## src/rtl/matmul_pkg.sv

```systemverilog
// Shared constants, state encodings and the dimension checker for the matmul sequencer.
package matmul_pkg;

    localparam int unsigned MAX_DIM = 256;
    localparam int unsigned DIM_W   = $clog2(MAX_DIM) + 1;
    localparam int unsigned ADDR_W  = $clog2(MAX_DIM * MAX_DIM);

    localparam logic [2:0] ST_IDLE   = 3'd0;
    localparam logic [2:0] ST_RUN    = 3'd1;
    localparam logic [2:0] ST_DRAIN1 = 3'd2;
    localparam logic [2:0] ST_DRAIN2 = 3'd3;
    localparam logic [2:0] ST_WRITE  = 3'd4;
    localparam logic [2:0] ST_DONE   = 3'd5;

    typedef enum logic [1:0] {
        ERR_OK       = 2'b00,
        ERR_ZERO     = 2'b01,
        ERR_MISMATCH = 2'b10,
        ERR_RANGE    = 2'b11
    } err_code_t;

    // Zero dims outrank oversize dims, which outrank an inner-dimension mismatch.
    function automatic err_code_t dim_check(input logic [DIM_W-1:0] ar, ac, br, bc);
        logic [DIM_W-1:0] lim;
        lim = DIM_W'(MAX_DIM);
        if (ar == '0 || ac == '0 || br == '0 || bc == '0) return ERR_ZERO;
        if (ar > lim || ac > lim || br > lim || bc > lim) return ERR_RANGE;
        if (ac != br) return ERR_MISMATCH;
        return ERR_OK;
    endfunction

endpackage

```

## src/rtl/matmul_seq_ctrl_if.sv

```systemverilog
// Command, operand-read, MAC-strobe and C-writeback signals of the matmul sequencer.
interface matmul_seq_ctrl_if;
    import matmul_pkg::*;

    logic              start;
    logic [DIM_W-1:0]  a_rows, a_cols, b_rows, b_cols;
    logic              busy, done, err;
    err_code_t         err_code;
    logic              rd_en;
    logic [ADDR_W-1:0] a_addr, b_addr;
    logic              mac_en, mac_clr, mac_last;
    logic              c_valid;
    logic [ADDR_W-1:0] c_addr;
    logic              c_ready;

    modport master (
        input  start, a_rows, a_cols, b_rows, b_cols, c_ready,
        output busy, done, err, err_code, rd_en, a_addr, b_addr,
               mac_en, mac_clr, mac_last, c_valid, c_addr
    );

    modport slave (
        output start, a_rows, a_cols, b_rows, b_cols, c_ready,
        input  busy, done, err, err_code, rd_en, a_addr, b_addr,
               mac_en, mac_clr, mac_last, c_valid, c_addr
    );

endinterface

```

## src/rtl/matmul_addr_gen.sv

```systemverilog
// i/j/k loop counters with incrementally maintained row-major A, B and C addresses.
module matmul_addr_gen
    import matmul_pkg::*;
(
    input  logic              clk,
    input  logic              reset,
    input  logic [DIM_W-1:0]  m_dim,
    input  logic [DIM_W-1:0]  k_dim,
    input  logic [DIM_W-1:0]  n_dim,
    input  logic              clear,
    input  logic              inc_k,
    input  logic              inc_ij,
    output logic [ADDR_W-1:0] a_addr,
    output logic [ADDR_W-1:0] b_addr,
    output logic [ADDR_W-1:0] c_addr,
    output logic              k_first,
    output logic              k_last,
    output logic              ij_last
);

    logic [DIM_W-1:0]  i, j, k;
    logic [ADDR_W-1:0] a_row;

    assign k_first = (k == '0);
    assign k_last  = (k == k_dim - DIM_W'(1));
    assign ij_last = (i == m_dim - DIM_W'(1)) && (j == n_dim - DIM_W'(1));

    // NOTE: state uses non-blocking assignments so every register samples pre-edge values.
    always_ff @(posedge clk) begin
        if (!reset || clear) begin
            i      <= '0;
            j      <= '0;
            k      <= '0;
            a_row  <= '0;
            a_addr <= '0;
            b_addr <= '0;
            c_addr <= '0;
        end else if (inc_k) begin
            k      <= k + DIM_W'(1);
            a_addr <= a_addr + ADDR_W'(1);
            b_addr <= b_addr + ADDR_W'(n_dim);
        end else if (inc_ij) begin
            k      <= '0;
            c_addr <= c_addr + ADDR_W'(1);
            if (j == n_dim - DIM_W'(1)) begin
                // Row wrap: A base moves down one row, B restarts at column 0.
                j      <= '0;
                i      <= i + DIM_W'(1);
                a_row  <= a_row + ADDR_W'(k_dim);
                a_addr <= a_row + ADDR_W'(k_dim);
                b_addr <= '0;
            end else begin
                j      <= j + DIM_W'(1);
                a_addr <= a_row;
                b_addr <= ADDR_W'(j) + ADDR_W'(1);
            end
        end
    end

endmodule

```

## src/rtl/matmul_seq_ctrl.sv

```systemverilog
// Top-level sequencer: command validation, loop FSM, MAC strobe pipeline and C writeback.
module matmul_seq_ctrl
    import matmul_pkg::*;
(
    input  logic              clk,
    input  logic              reset,
    matmul_seq_ctrl_if.master bus
);

    logic [2:0]       state, state_nxt;
    logic [DIM_W-1:0] m_dim, k_dim, n_dim;
    err_code_t        chk, err_code_q;
    logic             err_q;
    logic             clear, inc_k, inc_ij;
    logic             k_first, k_last, ij_last;
    logic             rd_en;
    logic             mac_en_q, mac_clr_q, mac_last_q;

    assign chk = dim_check(bus.a_rows, bus.a_cols, bus.b_rows, bus.b_cols);

    matmul_addr_gen u_addr_gen (
        .clk     (clk),
        .reset   (reset),
        .m_dim   (m_dim),
        .k_dim   (k_dim),
        .n_dim   (n_dim),
        .clear   (clear),
        .inc_k   (inc_k),
        .inc_ij  (inc_ij),
        .a_addr  (bus.a_addr),
        .b_addr  (bus.b_addr),
        .c_addr  (bus.c_addr),
        .k_first (k_first),
        .k_last  (k_last),
        .ij_last (ij_last)
    );

    // NOTE: every output of this block gets a default first, so no latch can be inferred.
    always_comb begin
        state_nxt = state;
        clear     = 1'b0;
        inc_k     = 1'b0;
        inc_ij    = 1'b0;
        case (state)
            ST_IDLE: if (bus.start) begin
                clear     = 1'b1;
                state_nxt = (chk == ERR_OK) ? ST_RUN : ST_DONE;
            end
            ST_RUN: if (k_last) state_nxt = ST_DRAIN1;
                    else        inc_k     = 1'b1;
            ST_DRAIN1: state_nxt = ST_DRAIN2;
            ST_DRAIN2: state_nxt = ST_WRITE;
            ST_WRITE: if (bus.c_ready) begin
                if (ij_last) state_nxt = ST_DONE;
                else begin
                    inc_ij    = 1'b1;
                    state_nxt = ST_RUN;
                end
            end
            ST_DONE: state_nxt = ST_IDLE;
            default: state_nxt = ST_IDLE;
        endcase
    end

    always_ff @(posedge clk) begin
        if (!reset) begin
            state      <= ST_IDLE;
            m_dim      <= '0;
            k_dim      <= '0;
            n_dim      <= '0;
            err_code_q <= ERR_OK;
            err_q      <= 1'b0;
            mac_en_q   <= 1'b0;
            mac_clr_q  <= 1'b0;
            mac_last_q <= 1'b0;
        end else begin
            state <= state_nxt;
            if (state == ST_IDLE && bus.start) begin
                m_dim      <= bus.a_rows;
                k_dim      <= bus.a_cols;
                n_dim      <= bus.b_cols;
                err_code_q <= chk;
                err_q      <= (chk != ERR_OK);
            end
            // Operands arrive one cycle after the read, so the MAC strobes trail rd_en.
            mac_en_q   <= rd_en;
            mac_clr_q  <= rd_en && k_first;
            mac_last_q <= rd_en && k_last;
        end
    end

    assign rd_en        = (state == ST_RUN);
    assign bus.rd_en    = rd_en;
    assign bus.busy     = (state == ST_RUN) || (state == ST_DRAIN1) ||
                          (state == ST_DRAIN2) || (state == ST_WRITE);
    assign bus.done     = (state == ST_DONE);
    assign bus.err      = (state == ST_DONE) && err_q;
    assign bus.err_code = err_code_q;
    assign bus.c_valid  = (state == ST_WRITE);
    assign bus.mac_en   = mac_en_q;
    assign bus.mac_clr  = mac_clr_q;
    assign bus.mac_last = mac_last_q;

endmodule

```

## src/flat_wrapper.sv

```systemverilog
// flat-port wrapper written by rule: the top's interface ports become plain ports
module matmul_seq_ctrl_flat import matmul_pkg::*;
  (clk, reset, bus_start, bus_a_rows, bus_a_cols, bus_b_rows, bus_b_cols, bus_c_ready, bus_busy, bus_done, bus_err, bus_err_code, bus_rd_en, bus_a_addr, bus_b_addr, bus_mac_en, bus_mac_clr, bus_mac_last, bus_c_valid, bus_c_addr);
  matmul_seq_ctrl_if bus_i ();
  input  logic clk;
  input  logic reset;
  input wire logic [$bits(bus_i.start)-1:0] bus_start;
  input wire logic [$bits(bus_i.a_rows)-1:0] bus_a_rows;
  input wire logic [$bits(bus_i.a_cols)-1:0] bus_a_cols;
  input wire logic [$bits(bus_i.b_rows)-1:0] bus_b_rows;
  input wire logic [$bits(bus_i.b_cols)-1:0] bus_b_cols;
  input wire logic [$bits(bus_i.c_ready)-1:0] bus_c_ready;
  output wire logic [$bits(bus_i.busy)-1:0] bus_busy;
  output wire logic [$bits(bus_i.done)-1:0] bus_done;
  output wire logic [$bits(bus_i.err)-1:0] bus_err;
  output wire logic [$bits(bus_i.err_code)-1:0] bus_err_code;
  output wire logic [$bits(bus_i.rd_en)-1:0] bus_rd_en;
  output wire logic [$bits(bus_i.a_addr)-1:0] bus_a_addr;
  output wire logic [$bits(bus_i.b_addr)-1:0] bus_b_addr;
  output wire logic [$bits(bus_i.mac_en)-1:0] bus_mac_en;
  output wire logic [$bits(bus_i.mac_clr)-1:0] bus_mac_clr;
  output wire logic [$bits(bus_i.mac_last)-1:0] bus_mac_last;
  output wire logic [$bits(bus_i.c_valid)-1:0] bus_c_valid;
  output wire logic [$bits(bus_i.c_addr)-1:0] bus_c_addr;
  assign bus_i.start = bus_start;
  assign bus_i.a_rows = bus_a_rows;
  assign bus_i.a_cols = bus_a_cols;
  assign bus_i.b_rows = bus_b_rows;
  assign bus_i.b_cols = bus_b_cols;
  assign bus_i.c_ready = bus_c_ready;
  assign bus_busy = bus_i.busy;
  assign bus_done = bus_i.done;
  assign bus_err = bus_i.err;
  assign bus_err_code = bus_i.err_code;
  assign bus_rd_en = bus_i.rd_en;
  assign bus_a_addr = bus_i.a_addr;
  assign bus_b_addr = bus_i.b_addr;
  assign bus_mac_en = bus_i.mac_en;
  assign bus_mac_clr = bus_i.mac_clr;
  assign bus_mac_last = bus_i.mac_last;
  assign bus_c_valid = bus_i.c_valid;
  assign bus_c_addr = bus_i.c_addr;
  matmul_seq_ctrl u_core (.clk(clk), .reset(reset), .bus(bus_i));
endmodule
```

## config.mk

```make
export PLATFORM = sky130hd
export DESIGN_NAME = matmul_seq_ctrl_flat
export DESIGN_NICKNAME = d
export VERILOG_FILES = /design/src/rtl/matmul_pkg.sv /design/src/rtl/matmul_seq_ctrl_if.sv /design/src/rtl/matmul_addr_gen.sv /design/src/rtl/matmul_seq_ctrl.sv /design/src/flat_wrapper.sv
export SDC_FILE = /design/constraint.sdc
export NUM_CORES = 1
export LEC_CHECK = 0
export CAP_MARGIN = 20
export CORE_AREA = 8 8 132 134
export CTS_BUF_LIST = sky130_fd_sc_hd__clkbuf_2 sky130_fd_sc_hd__clkbuf_4 sky130_fd_sc_hd__clkbuf_8
export CTS_CLUSTER_SIZE = 16
export DETAILED_ROUTE_END_ITERATION = 10
export DIE_AREA = 0 0 140 142
export PLACE_DENSITY_LB_ADDON = 0.3
export SLEW_MARGIN = 20
export SYNTH_ARGS = -nofsm -noshare
export SYNTH_HDL_FRONTEND = slang
export SYNTH_SLANG_ARGS = --single-unit
```

## constraint.sdc

```tcl
create_clock -name clk -period 2.88 [get_ports clk]
set_input_delay 0.576 -clock clk [delete_from_list [all_inputs] [get_ports clk]]
set_output_delay 0.576 -clock clk [all_outputs]
set_load 0.01 [all_outputs]
```

# [Word-level counts from Yosys, hierarchy flattened]
# Index checks and enable logic that the tools add are counted.
[classes] n_addsub=11 magnitude_cmp=4 n_eq_ne=12 muxes=34 bitwise=1 reduce_logical=28
[ops] op="$mux 16" count=5
[ops] op="$logic_not 9->1" count=5
[ops] op="$gt 9x9->1 const B" count=4
[ops] op="$add 16x1->16 const B" count=2
[ops] op="$add 16x9->16" count=2
[ops] op="$add 9x1->9 const B" count=3
[ops] op="$eq 9x9->1" count=3
[ops] op="$mux 9" count=3
[ops] op="$sub 9x1->9 const B" count=3
[ops] op="$mux 3" count=5
[ops] op="$pmux 3 s5" count=1
[ops] op="$mux 1" count=13
[ops] op="$mux 2" count=6
[ops] op="$add 9x1->10 const B" count=1
[ops] op="$logic_or 1x1->1" count=10
[ops] op="$mux 10" count=1
[ops] op="$ne 9x9->1" count=1
[ops] op="$eq 3x2->1 const B" count=2
[ops] op="$eq 3x3->1 const B" count=2
[ops] op="$reduce_and 3->1" count=2
[ops] op="$logic_and 1x1->1" count=5
[ops] op="$ne 2x2->1 const B" count=2
[ops] op="$reduce_bool 2->1" count=2
[ops] op="$eq 3x1->1 const B" count=1
[ops] op="6 further kinds" count=6
[word_totals] ff_bits=127 in_bits=40 out_inout_bits=58 word_cells=106

# [Depth between registers and ports, before layout]
[logic_depth] ltp_word=15 ltp_mapped=13

# [Modules after synthesis]
# From an unflattened synthesis, not the netlist that was laid out.
[hier_totals] hier_cells=968 area_unflattened_um2=7617.3
[by_module_without_submodules] mod="matmul_addr_gen" instances=1 cells_each=766 area_each_um2=5958.2 seq_area_each_um2=1821.7
[by_module_without_submodules] mod="matmul_seq_ctrl" instances=1 cells_each=202 area_each_um2=1659.1 seq_area_each_um2=720.7

# [Worst setup path before layout]
# Ideal clock, no wire load.
[synth_path] kind="flip-flop to flip-flop" from="reg u_core.n_dim[0]" to="reg u_core.u_addr_gen.a_addr[8]" t_arrival_ns=2.988 t_required_ns=2.799 setup_slack_ns=-0.188 stages_incl_launch_ff=14 path_buffers=3 path_cell_list="dfxtp_1 > clkbuf_1 > inv_1 > ha_1 > clkbuf_1 > o21ba_2 > a221oi_1 > a41oi_1 > nor4_2 > a21oi_2 > nor2_1 > buf_2 > nand3_1 > a41oi_1"
[synth_via] elab_chain_len=7
[synth_lines] element="start: declaration" line_no="matmul_seq_ctrl.sv:11" rtl="logic [DIM_W-1:0] m_dim, k_dim, n_dim;"
[synth_lines] element="start signal: assignment" line_no="matmul_seq_ctrl.sv:81" rtl="n_dim <= bus.b_cols;"
[synth_lines] element="$sub 9x1->9 (*)" line_no="matmul_addr_gen.sv:26, matmul_addr_gen.sv:45"
[synth_lines] element="$eq 9x9->1 (*)" line_no="matmul_addr_gen.sv:26, matmul_addr_gen.sv:45"
[synth_lines] element="$logic_and 1x1->1" line_no="matmul_addr_gen.sv:26" rtl="assign ij_last = (i == m_dim - DIM_W'(1)) && (j == n_dim - DIM_W'(1));"
[synth_lines] element="$mux 1" line_no="matmul_seq_ctrl.sv:54" rtl="if (ij_last) state_nxt = ST_DONE;"
[synth_lines] element="$mux 1" line_no="matmul_seq_ctrl.sv:53" rtl="ST_WRITE: if (bus.c_ready) begin"
[synth_lines] element="$mux 1" line_no="matmul_seq_ctrl.sv:44" rtl="case (state)"
[synth_lines] element="$reduce_bool 2->1 (no source line)"
[synth_lines] element="end signal: assignment" line_no="matmul_addr_gen.sv:40" rtl="a_addr <= a_addr + ADDR_W'(1);"
[synth_lines] element="end signal: assignment" line_no="matmul_addr_gen.sv:50" rtl="a_addr <= a_row + ADDR_W'(k_dim);"
[synth_lines] element="end signal: assignment" line_no="matmul_addr_gen.sv:54" rtl="a_addr <= a_row;"
[synth_lines] element="end: declaration" line_no="matmul_addr_gen.sv:13" rtl="output logic [ADDR_W-1:0] a_addr,"
# Mark *: on every way between the ends. The rest lies on a longest branch, timed or not. The select of a mux whose other input is x is not followed.
# A chain may end at the register's enable or synchronous reset.

# [Final worst setup path]
[layout_path] from="reg u_core.k_dim[0]" to="reg u_core.u_addr_gen.k[5]"
[layout_via] elab_chain_len=5
[layout_lines] element="start: declaration" line_no="matmul_seq_ctrl.sv:11"
[layout_lines] element="start signal: assignment" line_no="matmul_seq_ctrl.sv:80" rtl="k_dim <= bus.a_cols;"
[layout_lines] element="$sub 9x1->9 (*)" line_no="matmul_addr_gen.sv:25" rtl="assign k_last = (k == k_dim - DIM_W'(1));"
[layout_lines] element="$eq 9x9->1 (*)" line_no="matmul_addr_gen.sv:25"
[layout_lines] element="$mux 1 (*)" line_no="matmul_seq_ctrl.sv:49" rtl="ST_RUN: if (k_last) state_nxt = ST_DRAIN1;"
[layout_lines] element="$mux 1 (*)" line_no="matmul_seq_ctrl.sv:44"
[layout_lines] element="$mux 9 or $reduce_bool 2->1 (tied branches)"
[layout_lines] element="end signal: assignment" line_no="matmul_addr_gen.sv:39" rtl="k <= k + DIM_W'(1);"
[layout_lines] element="end: declaration" line_no="matmul_addr_gen.sv:21" rtl="logic [DIM_W-1:0] i, j, k;"
# Mark *: on every way between the ends. The rest lies on a longest branch, timed or not.

==> impl_metrics.csv <==
group,metric,value,unit
logic_synthesis,ys_types,70,
floorplanning,die_area,19900,um2
timing,slew_viol_final,0,
logic_synthesis,synth.area.top_cells,"dfxtp_1 34%, xnor2_1 8.6%, nand2_1 7.2%",
logic_synthesis,muxShareOfSynthArea,0.0111,
grt,grt_max_degree,35,
drt,drtAntennaViolNets,0,
floorplanning,die_h,142,um
grt,overflow,0,
placed_design,place_congestion,0.942,
logic_synthesis,synth_top_area_cell,"dfxtp_1",
floorplanning,start_util,0.489,
logic_synthesis,syn_area,7540,um2
grt,grt.total_usage,0.219,
clock_network,clk_pin_slew,80,ps
power,p_per_area,564,nW/um2
drt,wl_per_cell,17.3,um
clock_network,root_buffer,"clkbuf_8",
timing,fmax,357,MHz
drt,wirelength,22600,um
grt,grt_pass1_wl,35500,um
power,seqPwrFrac,0.358,
logic_synthesis,syn_avg_cell_area,7.80,um2
job,max-cap-violations,0,
power,p_comb_frac,0.310,
logic_synthesis,synth_compound_area_frac,0.173,
drt,firstDrtPassIters,5,
timing,slew_headroom,0.687,
cells_and_area,nFillCells,1360,
logic_synthesis,synth_top_family_by_area,"simple AND/OR/NAND/NOR gates",
cells_and_area,drive_above_1_share,0.141,
cells_and_area,antenna_cells,0,
timing,hold_viol_final,0,
drt,num_vias,7510,
logic_synthesis,synthTopCellsByCount,"144 x nand2_1, 127 x dfxtp_1, 80 x nor2_1, 78 x a21oi_1, 74 x xnor2_1",
clock_network,cts_sinks,127,
logic_synthesis,synth-edff-count,0,
run_status,outcome,"finished clean",
worst_setup_path,critPathKind,"reg -> reg",
worst_setup_path,worstPathMaxFanout,7,
worst_setup_path,crit_path_frequent_cell,"buf_4",
power,intPower,0.00373,W
worst_hold_path,hold_class,"reg -> reg",
logic_synthesis,syn_inst,967,
grt,antenna_found_initial,0,
cells_and_area,syn_to_final_growth,30.1,%
worst_setup_path,cp-start-kind,"flop",
clock_network,clk_path_buf_depth,2,
worst_setup_path,crit_chain,"or4_1 -> or4b_1 -> a31oi_2 -> o2111ai_2 -> buf_4 -> nand2_1 -> buf_4 -> nand3_2 -> buf_4 -> a31oi_1",
power,power_leakage,3.54,nW
logic_synthesis,synth_xor_area_frac,0.122,
worst_setup_path,regToRegSetupSlack,80,ps
timing,tns,0,ps
cells_and_area,fin_cells,1307,
clock_network,tritoncts,"done",
clock_network,htree_num_levels,4,
grt,grt_pass1_vias,7150,
logic_synthesis,yosysMostFrequentCell,"nand2_1",
logic_synthesis,ys_seq_area_frac,0.337,
worst_setup_path,crit_slowest_cell,"or4_1",
worst_setup_path,worstPathRequired,3260,ps
timing,setup_viol,0,
power,p_clk_frac,0.332,
timing,rsz0062_at_grt,"yes",
placed_design,post-dp-hpwl,16300,um
placed_design,placed_cells,1268,
logic_synthesis,synth_fa_ha_area_frac,0.0501,
cells_and_area,final_nets,1171,
floorplanning,coreArea,15400,um2
drt,drc,0,
power,switching_share,0.325,
drt,viasPerCell,5.75,
power,ir_drop,0.000327,V
drt,drtIter0Drc,553,
logic_synthesis,synth-seq-cells,127,
clock_network,cts_buffers,17,
timing,tightest_slew,463,ps
logic_synthesis,synthFlopType,"dfxtp_1",
worst_setup_path,slowest_delay,540,ps
floorplanning,die_w,140,um
clock_network,cts_hold_buffers,0,
power,power_switching,0.00180,W
logic_synthesis,synth-simple-area-share,0.264,
floorplanning,rows,46,
clock_network,clk_latency,460,ps
worst_setup_path,critPathCaptureType,"flop",
logic_synthesis,synth_nets,1036,
logic_synthesis,synth.top_cell.area_share,0.337,
timing,period_needed,2800,ps
floorplanning,ios,98,
worst_setup_path,critPathArrivalTime,3180,ps
placed_design,io_buffers,97,
logic_synthesis,synthArstFlopShare,0,
timing,skew,11.4,ps
logic_synthesis,yosysWarnings,0,
timing,timing.final.crit_share,0.973,
## timing repair
| action | CTS | global route |
|---|---|---|
| setup buffers | 0 | 4 |
| setup endpoints to repair | 2 | 79 |
| cloned | 0 | 3 |
| resized for setup | 1 | 42 |
| pin swaps | 0 | 10 |
## worst paths after layout
check / start / to / cells after the start
worst min register to register: u_core.bus.err_code[1] / u_core.bus.err_code[1] / 2
worst max register to register: u_core.k_dim[0] / u_core.u_addr_gen.k[5] / 10
worst max-delay path: u_core.k_dim[0] / u_core.u_addr_gen.k[5] / 10
worst min-delay path: u_core.bus.err_code[1] / u_core.bus.err_code[1] / 2
## layout by cell type, fill, tap and decap left out, types with 27 or more instances in the layout
cell type        synthesis  layout
nand2_1                144     141
xnor2_1                 74      74
dfxtp_1                127     123
inv_1                   29      27
nand3_1                 38      37
buf_4                    0      62
xor2_1                  31      31
o21ai_0                 31      31
a21oi_1                 78      77
clkdlybuf4s50_1          0      97
nor2_1                  80      78
## kinds of logic after synthesis
group	after synthesis
AND/OR/NAND/NOR	408
AO/OA/AOI/OAI	209
flip-flops	127
XOR/XNOR	105
buffers and inverters	81
adder cells (fa/ha/maj)	29
multiplexers	8
## metrics by stage
stage	util	total power (W)	hold WS, ps	setup WS (ps)	area (um2)
finish	0.636	0.00553	458	78.3	9810
global route	0.636	0.00579	473	-63.6	9810
CTS	0.617	0.00539	461	10.5	9520
detailed placement	0.587	0.00357	447	-5.14	9050
global placement	0.587	0.00355	439	79.7	9050
floorplan	-	0.00294	432	27.8	7550
## layer usage
layer,up-vias,wire (um),share of wire,track usage
li1,3700,-,-,-
met1,3537,9870,0.44,0.276
met2,222,10800,0.48,0.361
met3,51,1330,0.059,0.0483
met4,0,573,0.025,0.0834
met5,-,0,0,0
## critical path: cells and delay by family (launching register included)
| kind | cells | cell delay (ps) |
|---|---|---|
| flip-flops | 1 | 330 |
| AND/OR/NAND/NOR | 4 | 1290 |
| buffers and inverters | 3 | 560 |
| AO/OA/AOI/OAI | 3 | 540 |
## flip-flops by register name, summed over array words and instances (netlist names), 16 cells and up
| signal | cells |
|---|---|
| u_core.u_addr_gen.a_addr | 16 |
| u_core.u_addr_gen.a_row | 16 |
| u_core.u_addr_gen.c_addr | 16 |
| u_core.u_addr_gen.b_addr | 16 |
## power groups by stage
stage                     Sequential [W]  Combinational (W)  Clock (W)
after floorplan                  0.00199           0.000951          0
final                            0.00198            0.00172    0.00183
after detailed placement         0.00201            0.00156          0
after global placement           0.00201            0.00154          0
after global routing             0.00199            0.00186    0.00194
after CTS                        0.00197            0.00157    0.00185
## final cells by class
type | count | area [um2] | share of cell area
timing repair buffer | 167 | 1590 | 0.162
multi-input combinational | 759 | 4850 | 0.495
inverter | 30 | 113 | 0.0115
sequential | 127 | 2550 | 0.260
clock buffer | 21 | 283 | 0.0288
clock inverter | 11 | 185 | 0.0189
tap | 192 | 240 | 0.0245
Power figures use the tool's default switching activity.
